### src/rtl/irq_ctrl_if.sv
// Interrupt controller port bundle: peripheral lines, core handshake and the
// small memory-mapped register port.
interface irq_ctrl_if #(
  parameter int N = 8
);
  logic [N-1:0] src;
  logic         irq_en;
  logic         irq;
  logic [1:0]   addr;
  logic         we;
  logic [15:0]  wdata;
  logic [15:0]  rdata;

  modport master (
    output src, irq_en, addr, we, wdata,
    input  irq, rdata
  );

  modport slave (
    input  src, irq_en, addr, we, wdata,
    output irq, rdata
  );
endinterface

### src/rtl/irq_ctrl.sv
// Interrupt controller: synchronises up to 15 sources, latches them as pending,
// masks them and hands the lowest-numbered active one to the core.
module irq_ctrl #(
  parameter int N = 8
) (
  input logic      clk,
  input logic      rst,
  irq_ctrl_if.slave bus
);

  typedef enum logic [1:0] {
    ST_IDLE     = 2'd0,
    ST_FIRE     = 2'd1,
    ST_WAIT_DIS = 2'd2,
    ST_SERVICE  = 2'd3
  } state_t;

  logic [N-1:0] r_sync1;
  logic [N-1:0] r_s;
  logic [N-1:0] r_prev;
  logic [N-1:0] r_pend;
  logic [N-1:0] r_mask;
  logic [N-1:0] r_edge;
  state_t       r_state;
  logic         r_irq;
  logic         r_cur_valid;
  logic [3:0]   r_cur_id;

  logic [N-1:0] w_rise;
  logic [N-1:0] w_act;
  logic [3:0]   w_sel;
  logic [N-1:0] w_sel_oh;
  logic         w_claim;
  logic [N-1:0] w_clr;
  logic [N-1:0] w_pend_nxt;

  assign w_rise   = r_s & ~r_prev;
  assign w_act    = r_pend & r_mask;
  assign w_sel_oh = N'(1'b1) << w_sel;
  assign w_claim  = (r_state == ST_IDLE) && bus.irq_en && (|w_act);

  // Lowest-numbered active source wins.
  always_comb begin
    w_sel = 4'd0;
    for (int i = N - 1; i >= 0; i--) begin
      w_sel = w_act[i] ? 4'(i) : w_sel;
    end
  end

  // Next pending state; a set from a fresh edge overrides W1C and claim clears.
  always_comb begin
    w_clr = '0;
    if (bus.we && (bus.addr == 2'd0)) begin
      w_clr = bus.wdata[N-1:0];
    end else begin
      w_clr = '0;
    end
    if (w_claim && (|(r_edge & w_sel_oh))) begin
      w_clr = w_clr | w_sel_oh;
    end else begin
      w_clr = w_clr;
    end
    w_pend_nxt = (r_edge & ((r_pend & ~w_clr) | w_rise)) | (~r_edge & r_s);
  end

  // Two-flop synchroniser plus previous-value stage for edge detection.
  always_ff @(posedge clk or posedge rst) begin
    if (rst) begin
      r_sync1 <= '0;
      r_s     <= '0;
      r_prev  <= '0;
    end else begin
      r_sync1 <= bus.src;
      r_s     <= r_sync1;
      r_prev  <= r_s;
    end
  end

  // Pending, mask and edge-mode registers.
  always_ff @(posedge clk or posedge rst) begin
    if (rst) begin
      r_pend <= '0;
      r_mask <= '0;
      r_edge <= '0;
    end else begin
      r_pend <= w_pend_nxt;
      if (bus.we && (bus.addr == 2'd1)) begin
        r_mask <= bus.wdata[N-1:0];
      end
      if (bus.we && (bus.addr == 2'd2)) begin
        r_edge <= bus.wdata[N-1:0];
      end
    end
  end

  // Core handshake FSM with registered request and claim record.
  always_ff @(posedge clk or posedge rst) begin
    if (rst) begin
      r_state     <= ST_IDLE;
      r_irq       <= 1'b0;
      r_cur_valid <= 1'b0;
      r_cur_id    <= 4'd0;
    end else begin
      r_irq <= 1'b0;
      case (r_state)
        ST_IDLE: begin
          if (w_claim) begin
            r_state     <= ST_FIRE;
            r_irq       <= 1'b1;
            r_cur_valid <= 1'b1;
            r_cur_id    <= w_sel;
          end
        end
        ST_FIRE: begin
          r_state <= ST_WAIT_DIS;
        end
        ST_WAIT_DIS: begin
          if (!bus.irq_en) begin
            r_state <= ST_SERVICE;
          end
        end
        ST_SERVICE: begin
          if (bus.irq_en) begin
            r_state     <= ST_IDLE;
            r_cur_valid <= 1'b0;
          end
        end
        default: begin
          r_state <= ST_IDLE;
        end
      endcase
    end
  end

  // Register read mux, unused upper bits zero.
  always_comb begin
    case (bus.addr)
      2'd0:    bus.rdata = 16'(r_pend);
      2'd1:    bus.rdata = 16'(r_mask);
      2'd2:    bus.rdata = 16'(r_edge);
      2'd3:    bus.rdata = {r_cur_valid, 11'd0, r_cur_id};
      default: bus.rdata = 16'd0;
    endcase
  end

  assign bus.irq = r_irq;

endmodule

### src/flat_wrapper.sv
// flat-port wrapper written by rule: the top's interface ports become plain ports
module irq_ctrl_flat 
#(
  parameter int N = 8
)
  (clk, rst, bus_src, bus_irq_en, bus_addr, bus_we, bus_wdata, bus_irq, bus_rdata);
  irq_ctrl_if #(.N(N)) bus_i ();
  input logic clk;
  input logic rst;
  input wire logic [$bits(bus_i.src)-1:0] bus_src;
  input wire logic [$bits(bus_i.irq_en)-1:0] bus_irq_en;
  input wire logic [$bits(bus_i.addr)-1:0] bus_addr;
  input wire logic [$bits(bus_i.we)-1:0] bus_we;
  input wire logic [$bits(bus_i.wdata)-1:0] bus_wdata;
  output wire logic [$bits(bus_i.irq)-1:0] bus_irq;
  output wire logic [$bits(bus_i.rdata)-1:0] bus_rdata;
  assign bus_i.src = bus_src;
  assign bus_i.irq_en = bus_irq_en;
  assign bus_i.addr = bus_addr;
  assign bus_i.we = bus_we;
  assign bus_i.wdata = bus_wdata;
  assign bus_irq = bus_i.irq;
  assign bus_rdata = bus_i.rdata;
  irq_ctrl #(.N(N)) u_core (.clk(clk), .rst(rst), .bus(bus_i));
endmodule
### config.mk
export PLATFORM = sky130hd
export DESIGN_NAME = irq_ctrl_flat
export DESIGN_NICKNAME = d
export VERILOG_FILES = /design/src/rtl/irq_ctrl_if.sv /design/src/rtl/irq_ctrl.sv /design/src/flat_wrapper.sv
export SDC_FILE = /design/constraint.sdc
export NUM_CORES = 1
export LEC_CHECK = 0
export ABC_CLOCK_PERIOD_IN_PS = 2100
export CORE_ASPECT_RATIO = 0.6
export CORE_MARGIN = 4
export CORE_UTILIZATION = 55
export CTS_BUF_LIST = sky130_fd_sc_hd__clkbuf_2
export DETAILED_ROUTE_END_ITERATION = 7
export DONT_BUFFER_PORTS = 1
export GPL_ROUTABILITY_DRIVEN = 0
export PLACE_DENSITY_LB_ADDON = 0.12
export SLEW_MARGIN = 20
export SYNTH_ARGS = -nofsm -noshare
export SYNTH_HDL_FRONTEND = slang
export SYNTH_SLANG_ARGS = --single-unit
export TNS_END_PERCENT = 20
### constraint.sdc
create_clock -name clk -period 2.1 [get_ports clk]
set_input_delay 0.315 -clock clk [delete_from_list [all_inputs] [get_ports clk]]
set_output_delay 0.315 -clock clk [all_outputs]
set_load 0.05 [all_outputs]
==> impl_metrics.tcl, run 1 <==
set metrics [dict create \
    cts.root.buffer_cell "clkbuf_2" \
    slew_headroom 0.620 \
    p_leak_nw 1.25 \
    nets 271 \
    period_share 0.964 \
    p_seq_frac 0.479 \
    r2r_slack_ps 100 \
    ys_warn_count 0 \
    wl_per_cell_um 19.3 \
    io_buffers 0 \
    drive_gt1_frac 0.206 \
    clock_power_share 0.184 \
    grt_pass1_vias 1830 \
    p_switching_w 0.00115 \
    core-area_mm2 0.00423 \
    drt-initial-drc-count 277 \
    globalRouteTotalUtil 0.222 \
    hold_violations 0 \
    grt_pass1_wl_um 9340 \
    rsz0062_at_grt "false" \
    irDropWorstVdd_v 0.000582 \
    grt_max_degree 33 \
    p_sw_frac 0.379 \
    outcome "finished clean" \
    path_cells "buf_4 -> mux4_2" \
    slowest_delay_ps 620 \
    synth_area_mm2 0.00248 \
    synth_edf_count 0 \
    num_antenna_cells 0 \
    clock_path_buffers 2 \
    clkLatencyLatePin_ps 450 \
    cp_top_family "multiplexers" \
    die_area_mm2 0.00568 \
    place_inst 272 \
    vias 1870 \
    start_util 0.585 \
    fp.dieH_um 60.0 \
    arrival_ps 1710 \
    cts_tree "yes" \
    synth_common_cells "dfrtp_1, nand2_1, mux2_2" \
    ff2ff_path_depth 5 \
    yosys-top-cells-area "dfrtp_1, mux2_2, nand2_1, a22oi_1, mux4_2" \
    dr.pass1.iters 4 \
    grt_antenna_before_repair 0 \
    comb_power_share 0.337 \
    hpwl_um 4150 \
    synth-seq-area-share 0.556 \
    drc 0 \
    fin_crit_ps 2020 \
    total_power_w 0.00302 \
    fin_setup_tns_ps 0 \
    ant_nets 0 \
    worstHoldPathCells 3 \
    rows 18 \
    grt-ovfl-total 0 \
    crit_buf_inv 1 \
    synth_most_common_cell "dfrtp_1" \
    finClkSkew_ps 26.7 \
    slew_violations 0 \
    boundaryPins 47 \
    areaGrowthSynthToFinish_pct 15.8 \
    synth_top_cell_by_area "dfrtp_1" \
    cts_made_buffers 5 \
    drt_wl_total_um 5760 \
    crit_path_max_fanout 4 \
    intPower_w 0.00188 \
    synthCells 203 \
    instances_no_fill 298 \
    clkSinkCount 55 \
    cp.depth 2 \
    max_freq_ghz 0.494 \
    cp-start-kind "register" \
    power.density_mw_per_mm2 1050 \
    endpoint_kind "output pin" \
    cts.clk_slew.worst_paths_ps 290 \
    fillers 353 \
    via_per_inst 6.28 \
    htree_num_levels 2 \
    slowest_stage "mux4_2" \
    synth_top_area_frac 0.556 \
    yosysUniqueCellTypes 43 \
    synth_seq_cells 55 \
    cap_violations 0 \
    cts_setup_buffers 0 \
    required_ps 1780 \
    tightest_slew_ps 568 \
    setup_violations 0 \
    syn_area_per_cell_um2 12.2 \
    die-width_um 94.6 \
    fin_util 0.678 \
    crit_type "reg2out" \
    async_flop_share 1.00 \
    holdCritPathClass "in2reg" \
    synth-main-ff-cell "dfrtp_1" \
]
==> per-stage QoR <==
| step | worst slack [ps] | area, um2 | hold slack [ps] |
|---|---|---|---|
| 2_1_floorplan | 77.3 | 2500 | 331 |
| 3_3_place_gp | 250 | 2610 | 260 |
| 3_5_place_dp | 212 | 2610 | 267 |
| 4_1_cts | 74.5 | 2870 | 19.0 |
| 5_1_grt | 15.9 | 2870 | 11.8 |
| 6_report | 75.4 | 2870 | 39.8 |
==> worst paths after layout <==
kind | startpoint | endpoint
max | u_core.r_pend[2] | bus_rdata[2]
min | bus_wdata[6] | u_core.r_pend[6]
max reg2reg | u_core.r_mask[2] | u_core.r_pend[4]
min reg2reg | u_core.r_sync1[6] | u_core.r_s[6]
max in group asynchronous | rst | u_core.r_mask[4]
min in group asynchronous | rst | u_core.r_sync1[1]
==> cell type report <==
type                       instances  area (um2)  share of cell area
multi-input combinational        141        1040               0.364
clock buffer                       5        25.0             0.00872
clock inverter                     3        47.5              0.0166
sequential                        55        1380               0.480
tap                               60        75.1              0.0262
timing repair buffer              31         290               0.101
inverter                           3        11.3             0.00392
==> flip-flops by register name, indices dropped and copies added, names as in the netlist <==
register            cells
u_core.bus.irq          1
u_core.r_cur_id         3
u_core.r_cur_valid      1
u_core.r_edge           8
u_core.r_mask           8
u_core.r_pend           8
u_core.r_prev           8
u_core.r_s              8
u_core.r_state          2
u_core.r_sync1          8
==> kinds of logic (layout without fill, tap and decap cells) <==
kind of cell | count (synthesis) | count (layout) | share of synthesized area
flip-flops | 55 | 55 | 0.556
AND/OR/NAND/NOR | 54 | 54 | 0.100
AO/OA/AOI/OAI | 50 | 50 | 0.157
multiplexers | 26 | 26 | 0.132
buffers and inverters | 13 | 42 | 0.0338
adder cells (fa/ha/maj) | 4 | 4 | 0.0202
other | 1 | 7 | 0.00151
==> metal layers <==
metal  global-route usage  part of all wire  vias up
li1                     -                 -      815
met3               0.0604              0.11       12
met4               0.0534            0.0075        0
met2                0.342              0.44      114
met1                0.318              0.44      929
met5                    0                 0        -
==> cell usage in the layout (no fill, tap or decap), drive strengths merged, types with 4 or more instances in the layout <==
master and n:
nand2 31, conb 7, buf 13, dlygate4sd3 18, inv 4, clkbuf 5, dfrtp 55, o21ai 6
mux2 18, a21oi 5, a22oi 10, ha 4, nor2 8, a22o 4, mux2i 5, a31oi 5
==> power groups by stage <==
stage	Combinational [W]	Clock [W]	Sequential [W]
floorplan	0.000780	0	0.00139
CTS	0.00100	0.000565	0.00144
global route	0.00110	0.000611	0.00147
finish	0.00102	0.000556	0.00145
detailed placement	0.000971	0	0.00146
global placement	0.000939	0	0.00144
==> worst min-delay path, cell delays in order <==
cell	delay, ps
nand2_1	30
nand3_1	70
a22oi_1	80
==> timing repair <==
item | 4_1_cts | 5_1_grt
endpoints found under the setup margin | 0 | 1
gates resized for setup | 0 | 1
endpoints found under the hold margin | 49 | 0
hold buffers | 18 | 0
Note: power is estimated with default switching activity, not from simulation.
==> run 2: changes to the inputs <==
--- a/config.mk
+++ b/config.mk
@@ -9,7 +9,6 @@
 export CORE_ASPECT_RATIO = 0.6
 export CORE_MARGIN = 4
 export CORE_UTILIZATION = 55
-export CTS_BUF_LIST = sky130_fd_sc_hd__clkbuf_2
 export DETAILED_ROUTE_END_ITERATION = 7
 export DONT_BUFFER_PORTS = 1
 export GPL_ROUTABILITY_DRIVEN = 0
==> run 2 against run 1 <==
Via count shrank 5.0%. Highest routed layer unchanged. Register-to-register slack is essentially flat. Clock power grew 27%. Combinational power is essentially flat. Setup slack gained 10 ps. Global-route usage shrank 0.41 points. Sequential share of layout area grew 2.3 points. Hold slack lost 18 ps.
==> impl_metrics.tcl, run 2 (synthesized netlist as in run 1, its figures left out) <==
set metrics [dict create \
    core-area_mm2 0.00423 \
    instances_no_fill 281 \
    drc 0 \
    drive_gt1_frac 0.217 \
    layout_common_cells "dfrtp_1, nand2_1, mux2_2, buf_4, a22oi_1" \
    grt_antenna_before_repair 0 \
    max_freq_ghz 0.496 \
    placedInstanceArea_mm2 0.00261 \
    die-width_um 94.6 \
    start_util 0.585 \
    drt_wl_total_um 5660 \
    cts.clk_slew.worst_paths_ps 100 \
    cts_setup_buffers 0 \
    required_ps 2270 \
    clock_path_buffers 2 \
    slew_headroom 0.626 \
    p_leak_nw 1.20 \
    cts_made_buffers 5 \
    die_area_mm2 0.00568 \
    tightest_slew_ps 559 \
    dr.pass1.iters 5 \
    grt-ovfl-total 0 \
    io_buffers 0 \
    cts.root.buffer_cell "clkbuf_8" \
    fin_setup_tns_ps 0 \
    arrival_ps 2190 \
    crit_type "reg2reg" \
    rsz0062_at_grt "false" \
    drt-initial-drc-count 290 \
    num_antenna_cells 0 \
    fin_util 0.647 \
    final_common_cell "dfrtp_1" \
    place_inst 272 \
    grt_max_degree 33 \
    fp.dieH_um 60.0 \
    grt_pass1_wl_um 9110 \
    rows 18 \
    endpoint_kind "register" \
    fillers 356 \
    slew_violations 0 \
    period_share 0.959 \
    cap_violations 0 \
    clkLatencyLatePin_ps 310 \
    finish.instance_area_mm2 0.00274 \
    power.density_mw_per_mm2 1150 \
    globalRouteTotalUtil 0.218 \
    hold_violations 0 \
    holdCritPathClass "in2reg" \
    finClkSkew_ps 8.77 \
    ant_nets 0 \
    crit_path_max_fanout 9 \
    areaGrowthSynthToFinish_pct 10.6 \
    wl_per_cell_um 20.2 \
    cp-start-kind "register" \
    cts_tree "yes" \
    hpwl_um 4150 \
    htree_num_levels 2 \
    fin_crit_ps 2010 \
    grt_pass1_vias 1804 \
    outcome "finished clean" \
    clkSinkCount 55 \
    via_per_inst 6.32 \
    vias 1777 \
    irDropWorstVdd_v 0.000567 \
    nets 254 \
    boundaryPins 47 \
    setup_violations 0 \
]
[run 2: where the power goes]
group          switching [W]  total (W)  leakage, nW  internal [W]
Clock               0.000346   0.000707       0.0587      0.000361
Sequential          0.000212    0.00145        0.646       0.00124
Combinational       0.000587   0.000997        0.492      0.000410
Total                0.00114    0.00315         1.20       0.00201
[run 2: what timing repair did]
action / 4_1_cts / 5_1_grt
endpoints found under the hold margin: 23 / 0
gates resized for setup: 0 / 0
hold buffers: 1 / 0
setup endpoints to repair: 0 / 0
[run 2: worst max-delay path, stage by stage, from the launching register on]
cell and delay (ps):
dfrtp_1 480, a22o_1 370, nor3_1 420, a32oi_1 210
o21ai_0 250, a22oi_1 150
[run 2: per-layer routing]
| metal | global-route usage | part of all wire | vias up |
|---|---|---|---|
| met2 | 0.341 | 0.44 | 108 |
| met1 | 0.300 | 0.44 | 866 |
| met3 | 0.0667 | 0.097 | 19 |
| met4 | 0.0595 | 0.020 | 0 |
| li1 | - | - | 784 |
| met5 | 0 | 0 | - |
[run 2: path summary, 6_finish.rpt]
check                                       start                end  slack [ps]  cells past startpoint
max in group asynchronous                     rst   u_core.r_pend[4]        1060                      3
worst max register to register   u_core.r_mask[2]   u_core.r_pend[2]          90                      5
min in group asynchronous                     rst      u_core.r_s[1]         490                      2
worst min-delay path                   bus_src[6]  u_core.r_sync1[6]          20                      0
worst max-delay path             u_core.r_mask[2]   u_core.r_pend[2]          90                      5
worst min register to register  u_core.r_sync1[4]      u_core.r_s[4]         350                      0
[run 2: area by class of cell]
type	instances	area, um2	share of cell area
sequential	55	1380	0.503
tap	60	75.1	0.0274
inverter	3	11.3	0.00411
multi-input combinational	141	1040	0.380
timing repair buffer	14	120	0.0439
clock inverter	3	47.5	0.0174
clock buffer	5	68.8	0.0251
[run 2: per-stage QoR]
step	setup slack [ps]	hold slack, ps	total power [W]
4_1_cts	172	14.3	0.00315
3_5_place_dp	212	267	0.00243
5_1_grt	31.7	1.46	0.00332
6_report	85.7	21.9	0.00315
3_3_place_gp	250	260	0.00238
2_1_floorplan	77.3	331	0.00217
==> run 3: changes to the inputs <==
--- a/config.mk
+++ b/config.mk
@@ -8,7 +8,7 @@
 export ABC_CLOCK_PERIOD_IN_PS = 2100
 export CORE_ASPECT_RATIO = 0.6
 export CORE_MARGIN = 4
-export CORE_UTILIZATION = 55
+export CORE_UTILIZATION = 50
 export DETAILED_ROUTE_END_ITERATION = 7
 export DONT_BUFFER_PORTS = 1
 export GPL_ROUTABILITY_DRIVEN = 0
==> run 3 against run 2 <==
Utilization shrank 5.3 points. Clock power shrank 15%. Cell count grew 3.2%. Largest power group unchanged. Die area grew 8.9%. Setup slack gained 91 ps. Register-to-register slack gained 90 ps. Non-clock buffer count grew 6.
==> impl_metrics.tcl, run 3 (synthesized netlist as in run 1, its figures left out) <==
set metrics [dict create \
    drt-initial-drc-count 228 \
    arrival_ps 2100 \
    required_ps 2270 \
    intPower_w 0.00189 \
    r2r-start "u_core.r_mask[2]" \
    p_switching_w 0.00114 \
    areaGrowthSynthToFinish_pct 12.2 \
    final_common_cell "dfrtp_1" \
    crit_path_max_fanout 9 \
    dr.pass1.iters 6 \
    boundaryPins 47 \
    grt_max_degree 33 \
    drc 0 \
    drive_gt1_frac 0.211 \
    area.sequential_mm2 0.00138 \
    rows 19 \
    holdCritPathClass "in2reg" \
    setup_violations 0 \
    start_util 0.529 \
    via_per_inst 6.20 \
    cts.clk_slew.worst_paths_ps 90 \
    cp-start-kind "register" \
    vias 1798 \
    p_leak_nw 1.21 \
    slew_headroom 0.605 \
    nets 260 \
    endpoint_kind "register" \
    cts.root.buffer_cell "clkbuf_8" \
    grt-busiest-layer "met1" \
    grt_pass1_vias 1787 \
    clock_path_buffers 2 \
    clkSinkCount 55 \
    io_buffers 0 \
    fin_ws_ps 177 \
    multiInputGateArea_mm2 0.00104 \
    wl_per_cell_um 19.6 \
    clkLatencyLatePin_ps 320 \
    max_freq_ghz 0.520 \
    total_power_w 0.00303 \
    comb_power_share 0.326 \
    cap_violations 0 \
    grt-ovfl-total 0 \
    outcome "finished clean" \
    die-width_um 98.9 \
    grtUsageMet2 0.263 \
    hpwl_um 4110 \
    place_ws_ps 233 \
    min_from "bus_src[2]" \
    tightest_slew_ps 591 \
    crit_start "u_core.r_mask[2]" \
    htree_num_levels 2 \
    num_antenna_cells 0 \
    fillers 380 \
    instances_no_fill 290 \
    finClkSkew_ps 16.9 \
    ant_nets 0 \
    use_met1 0.268 \
    die_area_mm2 0.00618 \
    rsz0062_at_grt "false" \
    fin_setup_tns_ps 0 \
    place_inst 275 \
    grt_antenna_before_repair 0 \
    grt_pass1_wl_um 9020 \
    irDropWorstVdd_v 0.000557 \
    p_sw_frac 0.376 \
    p_seq_frac 0.475 \
    clock_power_share 0.199 \
    hold_violations 0 \
    cts_tree "yes" \
    power.density_mw_per_mm2 1090 \
    core-area_mm2 0.00468 \
    grt_use_met3 0.0658 \
    period_share 0.916 \
    globalRouteTotalUtil 0.189 \
    slew_violations 0 \
    layout_common_cells "dfrtp_1, nand2_1, mux2_2, buf_4, a22oi_1" \
    crit_type "reg2reg" \
    cts_made_buffers 5 \
    drt_wl_total_um 5680 \
    fp.dieH_um 62.5 \
    fin_crit_ps 1920 \
]
==> run 3: cell count changes in the layout (fill, tap and decap cells not counted), sizes merged <==
cell	before	now
clkinvlp	0	1
bufinv	1	0
inv	4	5
dlygate4sd3	1	7
clkinv	1	0
==> run 3: layout make-up <==
type                    count  share of cell area
flip-flops and latches     55               0.495
multi-input cells         141               0.374
repair buffers             20              0.0648
well taps                  63              0.0284
clock buffers               5              0.0248
clock inverters             3             0.00900
inverters                   3             0.00405
==> run 3: critical path: stages, from the launching register on <==
cell and delay, ps:
dfrtp_1 460, a22o_1 370, nor3_1 390, a32oi_1 210, o21ai_0 230, a22oi_1 130
==> run 3: routing by layer <==
metal  vias to the layer above  part of all wire  wire length, um
met5                         -                 0                0
met4                         0             0.026              149
met3                        21              0.11              598
met2                       103              0.41             2320
met1                       885              0.46             2620
li1                        789                 -                -
==> run 3: final timing paths <==
path | endpoint | slack, ps | cells past startpoint
min reg2reg | u_core.r_s[5] | 350 | 0
max in group asynchronous | u_core.r_prev[2] | 1070 | 3
max reg2reg | u_core.r_pend[2] | 180 | 5
max | u_core.r_pend[2] | 180 | 5
min in group asynchronous | u_core.r_mask[1] | 470 | 2
min | u_core.r_sync1[2] | 20 | 0
==> run 3: what timing repair did <==
item,4_1_cts,5_1_grt
hold endpoints to repair,23,6
resized for setup,0,0
hold buffers,1,6
buffers inserted,0,0
==> run 3: power groups by stage <==
stage | combinational [W] | sequential [W] | clock [W]
floorplan | 0.000780 | 0.00139 | 0
global placement | 0.000941 | 0.00144 | 0
CTS | 0.000973 | 0.00144 | 0.000614
finish | 0.000989 | 0.00144 | 0.000603
detailed placement | 0.000966 | 0.00145 | 0
global route | 0.00106 | 0.00146 | 0.000666
==> run 3: metrics by stage <==
step	hold WS (ps)	instance area [um2]	utilization
finish	24.9	2780	0.594
floorplan	331	2500	-
global placement	259	2620	0.559
global route	5.61	2780	0.594
detailed placement	259	2620	0.559
CTS	2.33	2720	0.581
